### src/rtl/cic_interp.sv
// N-stage CIC interpolator: combs at the input rate, zero-stuff by R, integrators at clk rate.
// Optional output normalisation by an arithmetic shift when CIC_INTERP_GAIN_NORM_EN is defined.
module cic_interp #(
  parameter int R    = 4,
  parameter int N    = 3,
  parameter int M    = 1,
  parameter int IN_W = 8,
  localparam int W   = IN_W + N * $clog2(R * M)
) (
  input  logic            clk,
  input  logic            rst,
  input  logic [IN_W-1:0] in_data,
  input  logic            in_valid,
  output logic            in_ready,
  output logic [W-1:0]    out_data,
  output logic            out_valid,
  output logic            underrun
);

  localparam int            PW   = $clog2(R);
  localparam logic [PW-1:0] LAST = PW'(R - 1);

  typedef enum logic {IDLE, RUN} state_t;

  state_t              state_q, state_d;
  logic [PW-1:0]       phase_q, phase_d;
  logic signed [W-1:0] comb_q, comb_d;
  logic signed [W-1:0] up_q, up_d;
  logic signed [W-1:0] dly_q [N][M];
  logic signed [W-1:0] dly_d [N][M];
  logic signed [W-1:0] integ_q [N];
  logic signed [W-1:0] integ_d [N];
  logic signed [W-1:0] c [N+1];
  logic                out_valid_q, out_valid_d;
  logic                underrun_q, underrun_d;
  logic                last, slot;

  assign last     = (state_q == RUN) && (phase_q == LAST);
  assign in_ready = (state_q == IDLE) || last;
  // In RUN a slot happens every R clocks whether or not a sample is offered.
  assign slot     = (state_q == IDLE) ? in_valid : last;

  // NOTE: every signal written here gets a default first, so no path leaves it unassigned (no latch).
  always_comb begin
    state_d     = state_q;
    phase_d     = phase_q;
    comb_d      = comb_q;
    dly_d       = dly_q;
    integ_d     = integ_q;
    out_valid_d = out_valid_q;
    underrun_d  = underrun_q | (last && !in_valid);

    if (state_q == IDLE) begin
      if (in_valid) begin
        state_d = RUN;
        phase_d = '0;
      end
    end else begin
      phase_d = last ? '0 : phase_q + 1'b1;
    end
    if (state_d == RUN) out_valid_d = 1'b1;

    // A missing sample on a RUN slot is treated as zero.
    c[0] = in_valid ? {{(W-IN_W){in_data[IN_W-1]}}, in_data} : '0;
    for (int k = 1; k <= N; k++) c[k] = c[k-1] - dly_q[k-1][M-1];

    if (slot) begin
      comb_d = c[N];
      for (int k = 0; k < N; k++) begin
        dly_d[k][0] = c[k];
        for (int j = 1; j < M; j++) dly_d[k][j] = dly_q[k][j-1];
      end
    end

    up_d = (state_q == RUN && phase_q == '0) ? comb_q : '0;

    if (state_q == RUN) begin
      integ_d[0] = integ_q[0] + up_q;
      for (int k = 1; k < N; k++) integ_d[k] = integ_q[k] + integ_q[k-1];
    end
  end

  // NOTE: sequential state uses non-blocking assignments so every flop samples pre-edge values.
  // NOTE: the delay line and integrators are reset too, so an aborted stream leaves no residue.
  always_ff @(posedge clk or posedge rst) begin
    if (rst) begin
      state_q     <= IDLE;
      phase_q     <= '0;
      comb_q      <= '0;
      up_q        <= '0;
      out_valid_q <= 1'b0;
      underrun_q  <= 1'b0;
      for (int k = 0; k < N; k++) begin
        integ_q[k] <= '0;
        for (int j = 0; j < M; j++) dly_q[k][j] <= '0;
      end
    end else begin
      state_q     <= state_d;
      phase_q     <= phase_d;
      comb_q      <= comb_d;
      up_q        <= up_d;
      out_valid_q <= out_valid_d;
      underrun_q  <= underrun_d;
      integ_q     <= integ_d;
      dly_q       <= dly_d;
    end
  end

`ifdef CIC_INTERP_GAIN_NORM_EN
  localparam int G = N * $clog2(R * M) - $clog2(R);
  assign out_data = integ_q[N-1] >>> G;
`else
  assign out_data = integ_q[N-1];
`endif

  assign out_valid = out_valid_q;
  assign underrun  = underrun_q;

endmodule
### config.mk
export PLATFORM = sky130hd
export DESIGN_NAME = cic_interp
export DESIGN_NICKNAME = d
export VERILOG_FILES = /design/src/rtl/cic_interp.sv
export SDC_FILE = /design/constraint.sdc
export NUM_CORES = 1
export LEC_CHECK = 0
export CAP_MARGIN = 20
export CORE_MARGIN = 10
export CORE_UTILIZATION = 42
export CTS_BUF_LIST = sky130_fd_sc_hd__clkbuf_4 sky130_fd_sc_hd__clkbuf_8 sky130_fd_sc_hd__clkbuf_16
export CTS_CLUSTER_DIAMETER = 200
export CTS_CLUSTER_SIZE = 16
export DETAILED_ROUTE_END_ITERATION = 8
export SLEW_MARGIN = 20
export SYNTH_ARGS = -nofsm -noshare
export SYNTH_HDL_FRONTEND = slang
export SYNTH_SLANG_ARGS = --single-unit
### constraint.sdc
create_clock -name clk -period 3.9 [get_ports clk]
set_input_delay 0.39 -clock clk [delete_from_list [all_inputs] [get_ports clk]]
set_output_delay 0.39 -clock clk [all_outputs]
set_load 0.02 [all_outputs]
==> results of run 1 <==
[state kept, by name (all words and copies together), names as in the netlist, 2 cells and up]
| name | cells |
|---|---|
| dly_q | 36 |
| integ_q | 28 |
| comb_q | 14 |
| out_data | 14 |
| up_q | 14 |
| phase_q | 2 |
[metrics by stage]
stage | hold slack [ns] | utilization | cells
2_1_floorplan | 0.439 | - | 780
3_3_place_gp | 0.449 | 0.495 | 1081
3_5_place_dp | 0.451 | 0.495 | 1081
4_1_cts | 0.408 | 0.529 | 1110
5_1_grt | 0.437 | 0.539 | 1118
6_report | 0.413 | 0.539 | 1118
[final timing paths]
path	slack, ns	endpoint
worst max-delay path	-0.27	comb_q[13]
worst min-delay path	0.41	dly_q[28]
worst max register to register	-0.25	comb_q[13]
worst min register to register	0.47	comb_q[1]
max in group asynchronous	2.73	out_data[10]
min in group asynchronous	0.44	comb_q[0]
[metal layers]
metal,GRT usage,vias to the layer above,wire length [um]
met5,0,-,0
met2,0.254,57,8350
met3,0.0268,22,379
li1,-,2933,-
met1,0.158,2819,7000
met4,0.0404,0,236
[cells in the mapped netlist, types with 2 or more instances]
master	count	area share
nand3_1	8	0.0054
o21ai_0	59	0.040
fa_1	6	0.016
and3_1	15	0.013
buf_4	14	0.014
a211o_1	4	0.0047
a21o_1	13	0.013
a21oi_1	45	0.030
buf_1	2	0.0010
or4_1	2	0.0020
nor2b_1	9	0.0076
o31ai_1	12	0.012
mux2i_1	4	0.0054
mux2_2	31	0.047
a2bb2oi_1	3	0.0036
a21boi_0	8	0.0081
dfrtp_1	111	0.38
a31oi_1	4	0.0034
or3_1	3	0.0025
xnor2_1	33	0.039
nand2_1	68	0.034
inv_1	58	0.029
o21a_1	18	0.018
nand3b_1	3	0.0030
a222oi_1	2	0.0027
o21ai_1	2	0.0014
and2_1	8	0.0068
and4_1	3	0.0036
o31a_1	4	0.0047
ha_1	76	0.13
or2_2	2	0.0017
nand2b_1	18	0.015
clkbuf_1	18	0.0091
a221oi_1	2	0.0024
nor3_1	12	0.0081
xor2_1	20	0.024
nor2_1	51	0.026
a211oi_1	6	0.0061
[cells by family (layout without fill, tap and decap cells)]
kind of cell | after synthesis | after routing | synth area share
adders and majority gates | 82 | 82 | 0.145
AOI/OAI and AO/OA | 198 | 198 | 0.172
DFF | 111 | 111 | 0.375
xor gates and xnor gates | 54 | 54 | 0.0658
and+or+nand+nor | 207 | 207 | 0.136
buffers and inverters | 93 | 206 | 0.0544
muxes | 35 | 35 | 0.0526
[critical path: stages]
cell	delay, ns
buf_2	0.16
buf_6	0.15
and2_4	0.16
ha_4	0.26
o21ai_2	0.06
or2_4	0.27
a21oi_4	0.16
nor2_2	0.08
xnor2_2	0.14
ha_1	0.31
a211o_2	0.35
o311a_1	0.34
o41a_1	0.35
nor3_2	0.17
nor2_1	0.08
ha_1	0.32
o21a_1	0.14
nor2_1	0.04
mux2i_1	0.18
xnor3_1	0.24
o21ai_1	0.13
[repair_timing]
action | in CTS | in global routing
hold buffers | 0 | 0
endpoints found under the hold margin | 0 | 0
gates resized for setup | 49 | 20
gates cloned | 0 | 0
endpoints found under the setup margin | 9 | 7
setup buffers | 14 | 8
pin swaps | 50 | 18
[cell type report]
type | instances | share of cell area
clock buffers | 10 | 0.0256
flip-flops and latches | 111 | 0.298
clock inverters | 6 | 0.00671
multi-input cells | 576 | 0.501
repair buffers | 132 | 0.115
inverters | 58 | 0.0236
well taps | 225 | 0.0302
==> results by group, run 1 <==
Detailed routing
  – Antenna-violating nets left: 0
  – Initial DRC count: roughly 240
  – Drt wl/cell: between 10 and 15 um
  – Drt drc: 0
  – Routed Wire Length: between 15 and 20 mm
  – Initial DRT Pass Iterations: 4
  – Via density: ~5.2
  – Total number of vias: 5,831

CTS
  – CTS max path bufs: 2
  – CTS Root Cell: clkbuf_16
  – CTS clk-pin slew, worst paths: around 0.080 ns
  – Clock sinks: about 110
  – Htree depth: 3
  – Later-pin clock latency in the skew report: ~0.37 ns
  – CTS buffer count: 9
  – TritonCTS clock tree: done

Min path
  – Hold path start: in_valid
  – HP Class: primary input to register
  – Hold Path Stages: 2

Timing
  – Final Hold Violating Endpoints: 0
  – Setup TNS: -0.586 ns
  – Clk_skew: 0.0136 ns
  – Max-slew headroom: 0.450
  – Max Clock Freq: 240 MHz
  – PnR worst setup slack: -0.266 ns
  – Final period utilization: 1.07
  – Worst-margin pin slew: between 0.8 and 0.9 ns
  – RSZ-0062 raised after global routing: true
  – Final Max Tran Viols: 0
  – Minimum clock period: roughly 4.2 ns
  – # setup viols final: 6

GRT
  – Vias in the first global route: 5,998
  – First-pass GRT wire length: ~28 mm
  – All-Layer GR Usage: 0.138
  – Initial antenna violation count: 0
  – Largest net degree at the start of global routing: 51
  – Overflow after GRT: 0

Placed design
  – Setup WS pre-CTS: -1.08 ns
  – Dpl cell area: approximately 8600 um2
  – Post-DP HPWL: between 10 and 15 mm
  – Port Buffers: 27
  – Placer Congestion: between 0.8 and 0.9

Worst setup path
  – CP required: about 4.2 ns
  – Worst r2r src: dly_q[28]
  – CP Class: primary input to register
  – Critical Path Source: in_valid
  – R2R depth: 20
  – Worst EP arrival: approximately 4.5 ns
  – Crit Path Max Fanout: 7
  – Crit. End Element: register
  – Startpoint types: primary input

Die
  – Row count: 48
  – Die H: ~150 um
  – Num ports: 28
  – Full die area: 23,300 um2
  – Core area: roughly 17,000 um2
  – DIE WIDTH: about 150 um
  – Initial core utilization: 0.428

Synthesis
  – Syn Nets: slightly below 900
  – Post-synth EDFFs: 0
  – Synth warnings: 0
  – Syn Inst Count: slightly below 800
  – Post-synth ARST share: 1.00
  – Seq/Total Area, Yosys: 0.375
  – Mapped Area: about 7400 um2
  – Average size of a mapped cell: 9.49 um2
  – Synth unique cells: about 60
  – Main synth FF type: dfrtp_1
  – Synthesized flop and latch total: 111

Layout
  – Reg area: between 2000 and 3000 um2
  – Filler cells: ~1,500
  – Inserted Diodes: 0
  – Commonest non-fill, non-tap cell in the layout: dfrtp_1
  – Layout cells sized above 1: 0.258
  – Area of the multi-input gates: roughly 4700 um2
  – Final Instance Area: a little over 9000 um2
  – Nets: around 980
  – Most frequent cells in the layout: dfrtp_1 (110), buf_4 (100), nand2_1 (63), ha_1 (63)
  – Area grow syn2layout: 25.9%

Run
  – Max Cap Violations: 0

Status
  – Status: complete, but fails checks
  – Failing checks: negative setup slack
Power of run 1 is left out: the tool's default activity adds up to more than one toggle a clock period on the data nets, which glitch-free logic cannot reach.
==> run 2, diff against run 1 <==
ABC_AREA = 1   (was unset)
==> results by group, run 2 <==
Status
  – Status: complete, no violations

Detailed routing
  – Total number of vias: 6,347
  – Antenna-violating nets left: 0
  – Drt wl/cell: roughly 12 um
  – Initial DRT Pass Iterations: 4
  – Via density: approximately 4.8
  – Drt drc: 0
  – Initial DRC count: around 210
  – Routed Wire Length: ~16 mm

Synthesis
  – Main combinational cell family by area after synthesis: simple AND/OR/NAND/NOR gates
  – Most frequent cell after synthesis: nand2_1
  – Post-synth ARST share: 1.00
  – Mapped Area: about 7700 um2
  – Syn Nets: between 1,000 and 1,500
  – Mux cell area share after synthesis: 0
  – Share of the synthesized area in the top cell type: 0.361
  – Synth Area in Simple Gates: 0.219
  – Post-Synth XOR/XNOR Area: 0.0422
  – Synthesized flop and latch total: 111
  – Synth top area cells: dfrtp_1 (36%), ha_1 (12%), nand2_1 (11%), inv_1 (6.7%), o21ai_0 (3.8%)
  – Largest area contributor in the netlist: dfrtp_1
  – Seq/Total Area, Yosys: 0.361
  – Synth Area in Adders: 0.139
  – Synth Area in Compound Gates: 0.144
  – Main synth FF type: dfrtp_1
  – Synth unique cells: 40
  – Commonest cells in the synthesized netlist: nand2_1 (231), inv_1 (138), dfrtp_1 (111)
  – Post-synth EDFFs: 0
  – Synth warnings: 0
  – Syn Inst Count: 992
  – Average size of a mapped cell: 7.75 um2

Timing
  – Max-slew headroom: 0.414
  – Final Hold Violating Endpoints: 0
  – RSZ-0062 raised after global routing: true
  – Clk_skew: roughly 0.012 ns
  – Max Clock Freq: approximately 270 MHz
  – Final Max Tran Viols: 0
  – Worst-margin pin slew: approximately 0.88 ns
  – Final period utilization: 0.965
  – # setup viols final: 0
  – Minimum clock period: between 3 and 4 ns

Placed design
  – Post-DP HPWL: roughly 12 mm
  – Placer Congestion: around 0.86
  – Dpl cell area: around 8700 um2
  – Port Buffers: 27

Layout
  – Most frequent cells in the layout: nand2_1 (221), inv_1 (129), dfrtp_1 (111)
  – Final Instance Area: between 9000 and 10,000 um2
  – Largest registers: dly_q: 36 flops, integ_q: 28 flops
  – Nets: ~1,200
  – Reg area: ~2800 um2
  – Commonest non-fill, non-tap cell in the layout: nand2_1
  – Filler cells: 1,693
  – Layout cells sized above 1: 0.204
  – Area of the multi-input gates: approximately 4600 um2
  – Inserted Diodes: 0
  – Largest register FFs: 36
  – Area grow syn2layout: 23.8%
  – Biggest register: dly_q

Worst setup path
  – Crit-path cells: clkdlybuf4s50_1 > nand2_1 > inv_2 > ha_4 > nand3_4 > nand2_4 > a31oi_4 > xnor2_2 > ha_4 > a21oi_2 > o21ai_1 > nor2_2 > o21ai_4 > buf_4 > xor2_2 > ha_1 > a21oi_2 > nor2_1 > nor2_1 > nand3_1 > or2_4 > nand3_1 > o21ai_1
  – Crit Path Max Fanout: 4
  – Critical path's largest stage delay: around 0.45 ns
  – CP max stage cell: clkdlybuf4s50_1
  – Worst EP arrival: between 3 and 4 ns
  – CP required: ~4.1 ns
  – Crit. End Element: register
  – Startpoint types: primary input
  – CP Class: primary input to register

CTS
  – Later-pin clock latency in the skew report: between 0.3 and 0.4 ns
  – CTS Root Cell: clkbuf_16
  – Clock sinks: between 100 and 150
  – CTS buffer count: 9
  – CTS clk-pin slew, worst paths: about 0.070 ns
  – CTS max path bufs: 2
  – Post-CTS Hold Buffers: 0
  – TritonCTS clock tree: done
  – Htree depth: 3

GRT
  – Largest net degree at the start of global routing: 55
  – Initial antenna violation count: 0
  – Overflow after GRT: 0
  – All-Layer GR Usage: 0.136
  – Vias in the first global route: between 6,000 and 7,000
  – First-pass GRT wire length: about 28 mm

Die
  – DIE WIDTH: about 160 um
  – Initial core utilization: 0.428
  – Full die area: roughly 24,000 um2
  – Die H: 155 um
  – Core area: 18,000 um2
  – Num ports: 28
  – Row count: roughly 50

Min path
  – HP Class: primary input to register

Run
  – Max Cap Violations: 0
==> run 2: final timing paths <==
check	start	slack (ns)	cells past startpoint	to
max	in_data[1]	0.14	23	comb_q[11]
min in group asynchronous	rst	0.47	2	dly_q[30]
min	in_data[0]	0.35	3	dly_q[28]
max reg2reg	dly_q[28]	0.20	24	comb_q[12]
min reg2reg	comb_q[13]	0.48	2	comb_q[13]
max in group asynchronous	rst	2.63	3	out_data[2]
==> run 2: area by class of cell <==
type                       count  share of cell area
multi-input combinational    705               0.483
sequential                   111               0.292
timing repair buffer         125               0.107
inverter                     143              0.0566
tap                          229              0.0301
clock buffer                  11              0.0259
clock inverter                 4             0.00565
==> run 2: worst max-delay path, delay by kind of cell <==
| kind | cells | cell delay (ns) |
|---|---|---|
| AOI/OAI and AO/OA | 6 | 0.82 |
| adders and majority gates | 3 | 0.83 |
| and+or+nand+nor | 9 | 0.93 |
| buffers and inverters | 3 | 0.69 |
| xor gates and xnor gates | 2 | 0.32 |
==> run 2: metal layers <==
| metal | part of all wire | GRT usage |
|---|---|---|
| met5 | 0 | 0 |
| met4 | 0.013 | 0.0419 |
| met3 | 0.021 | 0.0245 |
| met2 | 0.55 | 0.264 |
| met1 | 0.42 | 0.144 |
==> run 2: per-stage QoR <==
step                hold WS, ns  std cells  setup slack [ns]  setup TNS (ns)  utilization
finish                    0.347       1328             0.137               0        0.530
global route              0.370       1328            -0.116          -0.280        0.530
CTS                       0.478       1319           0.00266               0        0.506
detailed placement        0.460       1302            -0.732           -4.79        0.486
global placement          0.448       1302            -0.628           -3.98        0.486
floorplan                 0.449        992            0.0551               0            -
==> run 2: kinds of logic after synthesis <==
group / after synthesis
fa+ha+maj: 82
simple gates: 390
xor+xnor: 37
flops: 111
buf+inv: 176
compound gates: 196
==> run 2: repair_timing <==
action,in CTS,in global routing
setup endpoints to repair,8,8
buffers inserted,2,9
resized for setup,12,77
pin swaps,10,55
cloned,0,0
endpoints found under the hold margin,0,0
Power of run 2 is left out for the same reason.
